===== src/rtl/jesd204_tx_link_ctrl.sv =====
`default_nettype none
// ============================================================================
// Module   : jesd204_tx_link_ctrl
// Brief    : JESD204B TX link bring-up sequencer. It drives the PHY reset,
//            aligns the local multiframe counter to SYSREF and steps the
//            datapath through CGS -> ILAS -> DATA under SYNC_n control.
// Options  : define SYSREF_ONESHOT_EN to make the LMFC counter ignore SYSREF
//            edges after the first one has moved the FSM out of SYSREF_WAIT.
// Revision : 1.0 - initial release
// ============================================================================
module jesd204_tx_link_ctrl #(
  parameter int LMFC_PERIOD   = 8,
  parameter int RST_CYCLES    = 16,
  parameter int TIMEOUT       = 65535,
  parameter int ILAS_MF       = 4,
  parameter int RESYNC_CYCLES = 4
) (
  input  logic                                           clk,
  input  logic                                           rst_n,
  input  logic                                           enable,
  input  logic                                           sync_n,
  input  logic                                           sysref,
  input  logic                                           phy_rst_done,
  output logic                                           phy_rst,
  output logic                                           lmfc_start,
  output logic                                           cgs,
  output logic                                           ilas,
  output logic [(ILAS_MF > 1 ? $clog2(ILAS_MF) : 1)-1:0] ilas_mf_idx,
  output logic                                           data_en,
  output logic                                           rdy,
  output logic                                           timeout_err,
  output logic [7:0]                                     sync_err_cnt,
  output logic [2:0]                                     state
);

  localparam int LMFC_W  = $clog2(LMFC_PERIOD);
  localparam int IDX_W   = (ILAS_MF > 1) ? $clog2(ILAS_MF) : 1;
  localparam int CNT_MAX = (TIMEOUT > RST_CYCLES) ? TIMEOUT : RST_CYCLES;
  localparam int CNT_W   = $clog2(CNT_MAX + 1);
  localparam int SL_W    = $clog2(RESYNC_CYCLES + 1);

  localparam logic [2:0] ST_IDLE        = 3'd0;
  localparam logic [2:0] ST_PHY_RST     = 3'd1;
  localparam logic [2:0] ST_PHY_WAIT    = 3'd2;
  localparam logic [2:0] ST_SYSREF_WAIT = 3'd3;
  localparam logic [2:0] ST_CGS         = 3'd4;
  localparam logic [2:0] ST_ILAS        = 3'd5;
  localparam logic [2:0] ST_DATA        = 3'd6;
  localparam logic [2:0] ST_FAULT       = 3'd7;

  logic [2:0]        state_q, state_d;
  logic [LMFC_W-1:0] lmfc_cnt_q, lmfc_cnt_d;
  logic              sysref_prev_q;
  logic [CNT_W-1:0]  cnt_q, cnt_d;
  logic [IDX_W-1:0]  mf_idx_q, mf_idx_d;
  logic [SL_W-1:0]   sync_low_q, sync_low_d;
  logic [7:0]        err_cnt_q, err_cnt_d;
  logic              timeout_err_q, timeout_err_d;
  logic              rdy_q;

  logic sysref_edge, realign_en, lmfc_last, in_mon, resync, err_pulse;

  assign sysref_edge = sysref & ~sysref_prev_q;
  assign lmfc_last   = (lmfc_cnt_q == LMFC_W'(LMFC_PERIOD - 1));
  assign in_mon      = (state_q == ST_ILAS) || (state_q == ST_DATA);
  assign resync      = in_mon && !sync_n && (sync_low_q == SL_W'(RESYNC_CYCLES - 1));
  assign err_pulse   = in_mon && sync_n && (sync_low_q != '0);

`ifdef SYSREF_ONESHOT_EN
  logic sysref_lock_q, sysref_lock_d;

  // Lock out realignment once SYSREF_WAIT is left for CGS; unlock on re-entry.
  always_comb begin
    sysref_lock_d = sysref_lock_q;
    if (state_q == ST_SYSREF_WAIT) sysref_lock_d = (state_d == ST_CGS);
  end

  // Oneshot lock register.
  always_ff @(posedge clk or negedge rst_n) begin
    if (!rst_n) sysref_lock_q <= 1'b0;
    else        sysref_lock_q <= sysref_lock_d;
  end

  assign realign_en = ~sysref_lock_q;
`else
  assign realign_en = 1'b1;
`endif

  // LMFC counter: free-running modulo LMFC_PERIOD, zeroed by a SYSREF edge.
  always_comb begin
    lmfc_cnt_d = lmfc_cnt_q + 1'b1;
    if ((sysref_edge && realign_en) || lmfc_last) lmfc_cnt_d = '0;
  end

  // Next-state logic; ENABLE low wins, then PHY loss, then SYNC/LMFC events.
  always_comb begin
    state_d = state_q;
    if (!enable) begin
      state_d = ST_IDLE;
    end else begin
      case (state_q)
        ST_IDLE:        state_d = ST_PHY_RST;
        ST_PHY_RST:     if (cnt_q == CNT_W'(RST_CYCLES - 1)) state_d = ST_PHY_WAIT;
        ST_PHY_WAIT: begin
          if (phy_rst_done)                        state_d = ST_SYSREF_WAIT;
          else if (cnt_q == CNT_W'(TIMEOUT - 1))   state_d = ST_FAULT;
        end
        ST_SYSREF_WAIT: begin
          if (!phy_rst_done)    state_d = ST_PHY_RST;
          else if (sysref_edge) state_d = ST_CGS;
        end
        ST_CGS: begin
          if (!phy_rst_done)            state_d = ST_PHY_RST;
          else if (lmfc_last && sync_n) state_d = ST_ILAS;
        end
        ST_ILAS: begin
          if (!phy_rst_done) state_d = ST_PHY_RST;
          else if (resync)   state_d = ST_CGS;
          else if (lmfc_last && (mf_idx_q == IDX_W'(ILAS_MF - 1))) state_d = ST_DATA;
        end
        ST_DATA: begin
          if (!phy_rst_done) state_d = ST_PHY_RST;
          else if (resync)   state_d = ST_CGS;
        end
        default:            state_d = state_q;
      endcase
    end
  end

  // Reset-hold / PHY-wait cycle counter, restarted on every state change.
  always_comb begin
    cnt_d = '0;
    if ((state_d == state_q) && ((state_q == ST_PHY_RST) || (state_q == ST_PHY_WAIT)))
      cnt_d = cnt_q + 1'b1;
  end

  // ILAS multiframe index advances at each multiframe end while in ILAS.
  always_comb begin
    mf_idx_d = '0;
    if ((state_q == ST_ILAS) && (state_d == ST_ILAS))
      mf_idx_d = lmfc_last ? mf_idx_q + 1'b1 : mf_idx_q;
  end

  // SYNC_n low-run length and sticky error/timeout flags.
  always_comb begin
    sync_low_d    = '0;
    err_cnt_d     = err_cnt_q;
    timeout_err_d = timeout_err_q;
    if (in_mon && !sync_n) sync_low_d = sync_low_q + 1'b1;
    if (state_d == ST_IDLE) begin
      err_cnt_d     = '0;
      timeout_err_d = 1'b0;
    end else begin
      if (err_pulse && (err_cnt_q != 8'd255))            err_cnt_d     = err_cnt_q + 8'd1;
      if ((state_q == ST_PHY_WAIT) && (state_d == ST_FAULT)) timeout_err_d = 1'b1;
    end
  end

  // State registers.
  always_ff @(posedge clk or negedge rst_n) begin
    if (!rst_n) begin
      state_q       <= ST_IDLE;
      lmfc_cnt_q    <= '0;
      sysref_prev_q <= 1'b0;
      cnt_q         <= '0;
      mf_idx_q      <= '0;
      sync_low_q    <= '0;
      err_cnt_q     <= '0;
      timeout_err_q <= 1'b0;
      rdy_q         <= 1'b0;
    end else begin
      state_q       <= state_d;
      lmfc_cnt_q    <= lmfc_cnt_d;
      sysref_prev_q <= sysref;
      cnt_q         <= cnt_d;
      mf_idx_q      <= mf_idx_d;
      sync_low_q    <= sync_low_d;
      err_cnt_q     <= err_cnt_d;
      timeout_err_q <= timeout_err_d;
      rdy_q         <= data_en;
    end
  end

  assign phy_rst      = (state_q == ST_IDLE) || (state_q == ST_PHY_RST) || (state_q == ST_FAULT);
  assign lmfc_start   = (lmfc_cnt_q == '0);
  assign cgs          = (state_q == ST_CGS);
  assign ilas         = (state_q == ST_ILAS);
  assign data_en      = (state_q == ST_DATA);
  assign rdy          = rdy_q;
  assign ilas_mf_idx  = mf_idx_q;
  assign timeout_err  = timeout_err_q;
  assign sync_err_cnt = err_cnt_q;
  assign state        = state_q;

endmodule
`default_nettype wire


===== config.mk =====
export PLATFORM = sky130hd
export DESIGN_NAME = jesd204_tx_link_ctrl
export DESIGN_NICKNAME = d
export VERILOG_FILES = /design/src/rtl/jesd204_tx_link_ctrl.sv
export SDC_FILE = /design/constraint.sdc
export NUM_CORES = 1
export LEC_CHECK = 0
export ABC_CLOCK_PERIOD_IN_PS = 6400
export CORE_MARGIN = 5
export CORE_UTILIZATION = 45
export CTS_CLUSTER_DIAMETER = 50
export DETAILED_ROUTE_END_ITERATION = 10
export GPL_ROUTABILITY_DRIVEN = 0
export PLACE_DENSITY = 0.63
export SLEW_MARGIN = 20
export SYNTH_ARGS = -nofsm -noshare
export SYNTH_HDL_FRONTEND = slang
export SYNTH_SLANG_ARGS = --single-unit

===== constraint.sdc =====
create_clock -name clk -period 6.4 [get_ports clk]
set_input_delay 1.28 -clock clk [delete_from_list [all_inputs] [get_ports clk]]
set_output_delay 1.28 -clock clk [all_outputs]
set_load 0.02 [all_outputs]

Word level (Yosys, flattened, before mapping)
Index checks and enable logic that the tools add are counted.
{"block": "op_classes", "addsub": 5, "multipliers": 0, "div_mod_pow": 0, "magnitude_cmp": 0, "n_eq_ne": 17, "n_shift": 0, "mux": 23, "bitwise_logic": 2, "reduce_logical": 22}
{"cell": "$mux W3", "n": 15}
{"cell": "$eq A3 B3 Y1 const B", "n": 7}
{"cell": "$pmux W3 S7", "n": 1}
{"cell": "$add A16 B1 Y16 const B", "n": 1}
{"cell": "$eq A16 B16 Y1 const B", "n": 1}
{"cell": "$eq A16 B4 Y1 const B", "n": 1}
{"cell": "$mux W16", "n": 1}
{"cell": "$mux W8", "n": 2}
{"cell": "$logic_and A1 B1 Y1", "n": 10}
{"cell": "$eq A3 B2 Y1 const B", "n": 3}
{"cell": "$logic_not A3 Y1", "n": 3}
{"cell": "$add A8 B1 Y8 const B", "n": 1}
{"cell": "$ne A8 B8 Y1 const B", "n": 1}
{"cell": "$add A3 B1 Y3 const B", "n": 2}
{"cell": "$logic_or A1 B1 Y1", "n": 5}
{"cell": "$mux W2", "n": 2}
{"cell": "$reduce_bool A2 Y1", "n": 2}
{"cell": "$eq A3 B1 Y1 const B", "n": 1}
{"cell": "$eq A3 B3 Y1", "n": 1}
{"cell": "$reduce_bool A3 Y1", "n": 1}
{"cell": "$add A2 B1 Y2 const B", "n": 1}
{"cell": "$eq A2 B2 Y1 const B", "n": 1}
{"cell": "$mux W1", "n": 2}
{"cell": "$ne A2 B2 Y1 const B", "n": 1}
{"cell": "other kinds (3)", "n": 3}
{"block": "totals", "regBits": 38, "latchBits": 0, "ram_bits": 0, "romBits": 0, "input_bits": 6, "out_inout_bits": 20, "elab_cells": 78, "mem_count": 0}

Depth between registers and ports, before layout
Gate-level depths: netlist (run 1).
{"block": "depth", "depth_word": 12, "mapped_depth": 10, "depth_no_buf": 8}

Worst setup path after synthesis (run 1)
OpenSTA, ideal clock, no wires.
{"block": "synth_timing", "kind": "input -> register", "start": "input phy_rst_done", "end": "register cnt_q[10]", "setup_time_ps": 116, "arrival_time_ps": 2690, "required_ps": 6284, "slack_ps": 3594, "path_stages": 8, "path_buffers": 2, "cell_sequence": "buf_2 -> inv_1 -> o311a_1 -> a22oi_2 -> a31oi_4 -> mux2i_2 -> buf_6 -> nor2_1"}
{"block": "synth_via", "elab_chain_cells": 6, "elab_cells_between_ends": 10, "cone_classes": "1 x eq/ne; 8 x mux; 1 x reduce/logical"}
{"item": "start, declared", "line": "23", "text": "input logic phy_rst_done,"}
{"item": "$mux W3 (on tied branches)"}
{"item": "$pmux W3 S7 (*)", "line": "101", "text": "case (state_q)"}
{"item": "$mux W3 (*)", "line": "98", "text": "if (!enable) begin"}
{"item": "net state_d[0]", "line": "51", "text": "logic [2:0] state_q, state_d;"}
{"item": "$eq A3 B3 Y1 (*)", "line": "133", "text": "if ((state_d == state_q) && ((state_q == ST_PHY_RST) || (state_q == ST_PHY_WAIT)))"}
{"item": "$logic_and A1 B1 Y1 (*)", "line": "133"}
{"item": "$mux W16 (*)", "line": "133"}
{"item": "net cnt_d[10]", "line": "54", "text": "logic [CNT_W-1:0] cnt_q, cnt_d;"}
{"item": "end signal, assigned", "line": "175", "text": "cnt_q <= cnt_d;"}
{"item": "end, declared", "line": "54"}
The timed path passes the listed nets; every way through them passes the cells marked *.
A chain may end at the register's enable or synchronous reset.

Final worst setup path (run 1)
{"block": "layout_timing", "start": "input phy_rst_done", "end": "register cnt_q[13]"}
Same word-level chain as after synthesis.

==> results by group, run 1 <==
Routing
  • Antenna-violating nets left: 0
  • Met3 Wirelength: 148 µm
  • Via count: 1681
  • Met1 Wirelength: 2120 µm
  • DRT Wirelength: 4440 µm
  • DRC Markers: 0
  • Highest metal used: met4
  • 1st-pass router iterations: 4
  • DR WL/cell: 13.6 µm
  • Met2 Wirelength: 2100 µm
  • Initial drt markers: 91
  • Ratio of routed vias to standard cells: 5.17

Pwr
  • Switching share of power: 0.249
  • Combinational group share of total power: 0.120
  • Clock share of power: 0.346
  • Flop pwr share: 0.534
  • Internal Pwr Total: 0.363 mW
  • Max VDD drop: 0.0962 mV
  • Static Leakage: 1.10 nW
  • P per Cell Area: 188 nW/µm²
  • Psw: 0.120 mW

Synthesis
  • Mapped Area: 2240 µm²
  • Syn avg cell area: 9.51 µm²
  • Post-synth EDFFs: 0
  • Library cells used by synthesis: 48
  • Yosys reg bits: 38
  • Syn nets: 252
  • Cells after Synth: 236
  • Largest cells by area after synthesis: dfrtp_1 (42%), nor2_1 (6.0%), xor2_1 (5.9%)
  • Post-synthesis sequential area ratio: 0.424
  • Synth area leader: dfrtp_1
  • Yosys warns: 0
  • Asr flop ratio synth: 1.00
  • Synth top area share: 0.424
  • Top_reg_cell synth: dfrtp_1

Timing
  • Total negative slack: 0 ns
  • RSZ-0062 raised after global routing: no
  • Max-slew headroom: 0.406
  • Final setup fails: 0
  • Hold Fails Final Rpt: 0
  • Clk_skew: 0.00672 ns
  • Final Hold Slack: 0.475 ns
  • Count of pins over their slew limit: 0
  • Fmax: 286 MHz
  • Min Clock Period, post-route: 3.49 ns
  • Period utilization: 0.546
  • Worst slew pin tran: 0.874 ns

Hold path
  • Hold Crit Start: lmfc_cnt_q[0]
  • Hold Path Class: reg -> reg
  • Hold depth: 1

Worst setup path
  • Crit end category: register
  • Worst setup startpoint: phy_rst_done
  • Worst path arrival time: 3.63 ns
  • Kind of critical path: in -> reg
  • R2R depth: 6
  • Crit-path max FO: 16
  • CP required: 6.54 ns
  • R2r startpoint: state[1]
  • Worst setup SP type: input port

Global routing
  • First-pass GRT wire length: 7870 µm
  • Largest net degree at the start of global routing: 39
  • Total grt overflow: 0
  • Vias in the first global route: 1702
  • GRT Total Usage: 0.157
  • Initial antenna violation count: 0

Clocking
  • CTS Sinks: 38
  • Post-cts resize count: 0
  • CTS clk-pin slew, worst paths: 0.07 ns
  • Setup Buffers After CTS: 0
  • CTS tree: yes
  • Clock Tree Root: clkbuf_8
  • Clk buf depth: 2
  • Hold-fix buffer count after cts: 0
  • H-tree Lvls: 2
  • Clock Latency Late Sink: 0.29 ns
  • TritonCTS Buffers: 5

Placed design
  • Dpl hpwl: 3170 µm
  • IO buf count: 25
  • Placed cell count: 317

Final layout
  • Commonest non-fill, non-tap cells in the layout: dfrtp_1 (38), nor2_1 (36), clkdlybuf4s50_1 (24), nand2_1 (20), xor2_1 (15)
  • Most common cell after layout, fill and taps aside: dfrtp_1
  • Nets@finish: 273
  • Antenna diode count: 0
  • Area Overhead vs Synth: 14.6%
  • Fraction of layout cells with a size suffix above 1: 0.0736
  • Fin cells: 325

Die
  • FP Rows: 25
  • IO Pins: 26
  • Core region area: 4790 µm²
  • Die Wd: 80.6 µm
  • Initial Util: 0.469
  • Die H: 80.6 µm
  • Die area: 6500 µm²

Outcome
  • Run status: finished clean

Flow run
  • Total of max-cap violations: 0
worst max-delay path, cell delays in order:
cell and delay [ns]:
clkdlybuf4s50_1 0.67, inv_1 0.12, o311a_1 0.37, a22oi_2 0.19, a31oi_4 0.13, mux2i_2 0.73, nor2_1 0.14
per-stage QoR:
step / utilization / total power [mW] / setup slack [ns] / area [µm²]
after global placement: 0.518 / 0.321 / 2.67 / 2480
after global routing: 0.537 / 0.510 / 2.69 / 2570
after CTS: 0.537 / 0.492 / 2.90 / 2570
after detailed placement: 0.518 / 0.322 / 2.59 / 2480
after floorplan: - / 0.299 / 3.59 / 2240
final: 0.537 / 0.483 / 2.91 / 2570
logic make-up (layout without fill, tap and decap cells):
group | Yosys count | in the layout | share of synthesized area
compound gates | 25 | 25 | 0.0959
xor+xnor | 24 | 24 | 0.0937
fa+ha+maj | 10 | 10 | 0.0558
buf+inv | 24 | 46 | 0.0636
flops | 38 | 38 | 0.424
mux | 3 | 3 | 0.0151
simple gates | 112 | 112 | 0.252
cell usage after synthesis, types with 3 or more instances:
library cell / number
nor4_1: 3
ha_1: 10
nor3_1: 6
dfrtp_1: 38
buf_6: 3
xnor2_1: 9
nor2_1: 36
nand4_1: 12
o21ai_0: 5
inv_1: 13
nand2_1: 20
a21oi_1: 3
and3_1: 4
xor2_1: 15
nor2b_1: 3
nor3b_1: 4
nand3_1: 12
power by group through the flow:
stage | Sequential (mW) | Clock [mW] | Combinational (mW)
6_report | 0.258 | 0.167 | 0.0580
5_1_grt | 0.259 | 0.183 | 0.0676
4_1_cts | 0.258 | 0.175 | 0.0597
3_5_place_dp | 0.263 | 0 | 0.0592
3_3_place_gp | 0.262 | 0 | 0.0587
2_1_floorplan | 0.260 | 0 | 0.0389
worst paths after layout:
kind	slack, ns	to
min reg2reg	0.47	lmfc_cnt_q[0]
min	0.47	lmfc_cnt_q[0]
max in group asynchronous	4.77	rdy
min in group asynchronous	1.10	sync_err_cnt[4]
max	2.91	cnt_q[13]
max reg2reg	3.67	cnt_q[13]
layout make-up:
type	count	area, µm²
Sequential cell	38	951
Inverter	13	48.8
Timing Repair Buffer	25	245
Clock inverter	1	5.00
Tap cell	67	83.8
Clock buffer	7	86.3
Multi-Input combinational cell	174	1150
Fill cell	477	2220
metal layers:
metal / track usage / up-vias
met5: 0 / -
met4: 0.0557 / 0
met3: 0.0370 / 6
met2: 0.261 / 27
met1: 0.197 / 796
li1: - / 852
state kept, by name, summed over array words and instances (netlist names):
name and cells:
ilas_mf_idx 2, lmfc_cnt_q 3, sync_err_cnt 8, timeout_err 1, sync_low_q 3, sysref_prev_q 1
cnt_q 16, state 3, rdy 1
(Power assumes the default switching activity.)
==> inputs of run 2 (changes only) <==
--- a/config.mk
+++ b/config.mk
@@ -5,13 +5,13 @@
 export SDC_FILE = /design/constraint.sdc
 export NUM_CORES = 1
 export LEC_CHECK = 0
-export ABC_CLOCK_PERIOD_IN_PS = 6400
+export ABC_CLOCK_PERIOD_IN_PS = 3000
 export CORE_MARGIN = 5
 export CORE_UTILIZATION = 45
 export CTS_CLUSTER_DIAMETER = 50
 export DETAILED_ROUTE_END_ITERATION = 10
 export GPL_ROUTABILITY_DRIVEN = 0
-export PLACE_DENSITY = 0.63
+export PLACE_DENSITY = 0.66
 export SLEW_MARGIN = 20
 export SYNTH_ARGS = -nofsm -noshare
 export SYNTH_HDL_FRONTEND = slang
==> constraint.sdc (replaced) <==
create_clock -name clk -period 3 [get_ports clk]
set_input_delay 0.6 -clock clk [delete_from_list [all_inputs] [get_ports clk]]
set_output_delay 0.6 -clock clk [all_outputs]
set_load 0.02 [all_outputs]
==> results by group, run 2 (same netlist as run 1, synthesis figures left out) <==
Outcome
  • Run status: finished clean

Global routing
  • GRT Total Usage: 0.159 (+0.00245)
  • Largest net degree at the start of global routing: 39 (unchanged)
  • First-pass GRT wire length: 7960 µm (+1.1%)
  • Vias in the first global route: 1649 (-3.1%)
  • Total grt overflow: 0 (unchanged)
  • Initial antenna violation count: 0 (unchanged)

Routing
  • 1st-pass router iterations: 4 (unchanged)
  • DRT Wirelength: 4670 µm (+5.2%)
  • DRC Markers: 0 (unchanged)
  • Initial drt markers: 126 (+38%)
  • Via count: 1758 (+4.6%)
  • Antenna-violating nets left: 0 (unchanged)
  • Ratio of routed vias to standard cells: 5.33 (+3.0%)
  • DR WL/cell: 14.1 µm (+3.6%)

Worst setup path
  • Worst setup SP type: register
  • R2R depth: 9 (+3)
  • Reg-to-reg slack, setup: 0.63 ns (-3.04 ns)
  • Crit-path max FO: 14 (-2)
  • Kind of critical path: reg -> out
  • RR Endpoint: cnt_q[1]
  • Worst path arrival time: 2.04 ns (-1.59 ns)
  • Worst setup startpoint: state[0]
  • Crit end category: output port
  • CP required: 2.40 ns (-4.14 ns)
  • R2r startpoint: lmfc_cnt_q[0]

Clocking
  • CTS clk-pin slew, worst paths: 0.08 ns (about the same)
  • Post-cts resize count: 0 (unchanged)
  • CTS Sinks: 38 (unchanged)
  • Clk buf depth: 2 (unchanged)
  • Clock Tree Root: clkbuf_8
  • H-tree Lvls: 2 (unchanged)
  • Setup Buffers After CTS: 0 (unchanged)
  • Clock Latency Late Sink: 0.29 ns (about the same)
  • TritonCTS Buffers: 5 (unchanged)
  • CTS tree: yes
  • Hold-fix buffer count after cts: 0 (unchanged)

Timing
  • Total negative slack: 0 ns (unchanged)
  • RSZ-0062 raised after global routing: no
  • Final Hold Slack: 0.408 ns (-0.0660 ns)
  • Period utilization: 0.879
  • Min Clock Period, post-route: 2.64 ns
  • Max-slew headroom: 0.437 (+0.0316)
  • Hold Fails Final Rpt: 0 (unchanged)
  • Clk_skew: 0.00436 ns (-0.00236 ns)
  • Fmax: 379 MHz
  • Worst slew pin tran: 0.844 ns (-0.0301 ns)
  • Final setup fails: 0 (unchanged)
  • Count of pins over their slew limit: 0 (unchanged)

Final layout
  • Area of the multi-input gates: 1150 µm² (unchanged)
  • Area Overhead vs Synth: 17.0%
  • Fraction of layout cells with a size suffix above 1: 0.0951 (+0.0214)
  • Fin cells: 330 (+1.5%)
  • FF+latch area: 951 µm² (unchanged)
  • Max reg flops: 16 (unchanged)
  • Largest register by flop count: cnt_q
  • Most common cell after layout, fill and taps aside: dfrtp_1
  • Antenna diode count: 0 (unchanged)
  • Fill count: 451 (-5.5%)
  • Commonest non-fill, non-tap cells in the layout: dfrtp_1 (38), nor2_1 (36), clkdlybuf4s50_1 (24), nand2_1 (20), xor2_1 (15)
  • Nets@finish: 278 (+1.8%)

Placed design
  • IO buf count: 25 (unchanged)
  • Dpl hpwl: 3350 µm (+5.7%)
  • Placed cell count: 322 (+1.6%)

Pwr
  • P per Cell Area: 421 nW/µm² (+120%)
  • Combinational group share of total power: 0.114 (-0.006)
  • Psw: 0.270 mW (+120%)
  • Internal Pwr Total: 0.835 mW (+130%)
  • Switching share of power: 0.245 (-0.00492)
  • Clock share of power: 0.388 (+0.042)
  • Max VDD drop: 0.209 mV (+120%)
  • Flop pwr share: 0.498 (-0.036)
  • Static Leakage: 1.14 nW (+3.0%)

Die
  • Core region area: 4790 µm² (unchanged)
  • IO Pins: 26 (unchanged)
  • FP Rows: 25 (unchanged)
  • Die Wd: 80.6 µm (unchanged)
  • Initial Util: 0.469 (unchanged)
  • Die H: 80.6 µm (unchanged)
  • Die area: 6500 µm² (unchanged)

Hold path
  • Hold Path Class: in -> async

Flow run
  • Total of max-cap violations: 0 (unchanged)
-- run 2: stage by stage --
step / cell area, µm² / power (mW) / setup slack, ns / util
2_1_floorplan: 2240 / 0.638 / 0.786 / -
3_3_place_gp: 2520 / 0.689 / 0.405 / 0.526
3_5_place_dp: 2520 / 0.689 / 0.383 / 0.526
4_1_cts: 2630 / 1.12 / 0.350 / 0.548
5_1_grt: 2630 / 1.16 / 0.187 / 0.548
6_report: 2630 / 1.11 / 0.363 / 0.548
-- run 2: worst max-delay path by stage --
stage                           end  slack, ns  cells after the start
after floorplan           cnt_q[10]       0.79                     10
after global placement     cnt_q[0]       0.40                      8
after detailed placement   cnt_q[0]       0.38                      8
after CTS                   data_en       0.35                      3
after global routing            cgs       0.19                      3
final                       data_en       0.36                      3
-- run 2: cell type report --
class,count,area share
multi-input combinational,174,0.438
sequential,38,0.362
timing repair buffer,30,0.108
tap,67,0.0319
clock buffer,5,0.0262
inverter,13,0.0186
clock inverter,3,0.0153
-- run 2: per-layer routing --
layer	vias to the layer above	wire length [µm]	track usage
li1	859	-	-
met1	848	2110	0.204
met2	43	2200	0.251
met3	8	262	0.0460
met4	0	96	0.0625
met5	-	0	0
-- run 2: power by group through the flow --
stage	Combinational (mW)	Clock [mW]	Sequential [mW]
detailed placement	0.128	0	0.561
CTS	0.129	0.444	0.551
finish	0.126	0.428	0.551
global placement	0.128	0	0.561
floorplan	0.0830	0	0.555
global route	0.139	0.467	0.555
-- run 2: worst max-delay path, stage by stage, from the launching register on --
cell	delay, ns
dfrtp_1	0.57
or2b_2	0.43
nor2_1	0.13
clkdlybuf4s50_1	0.62
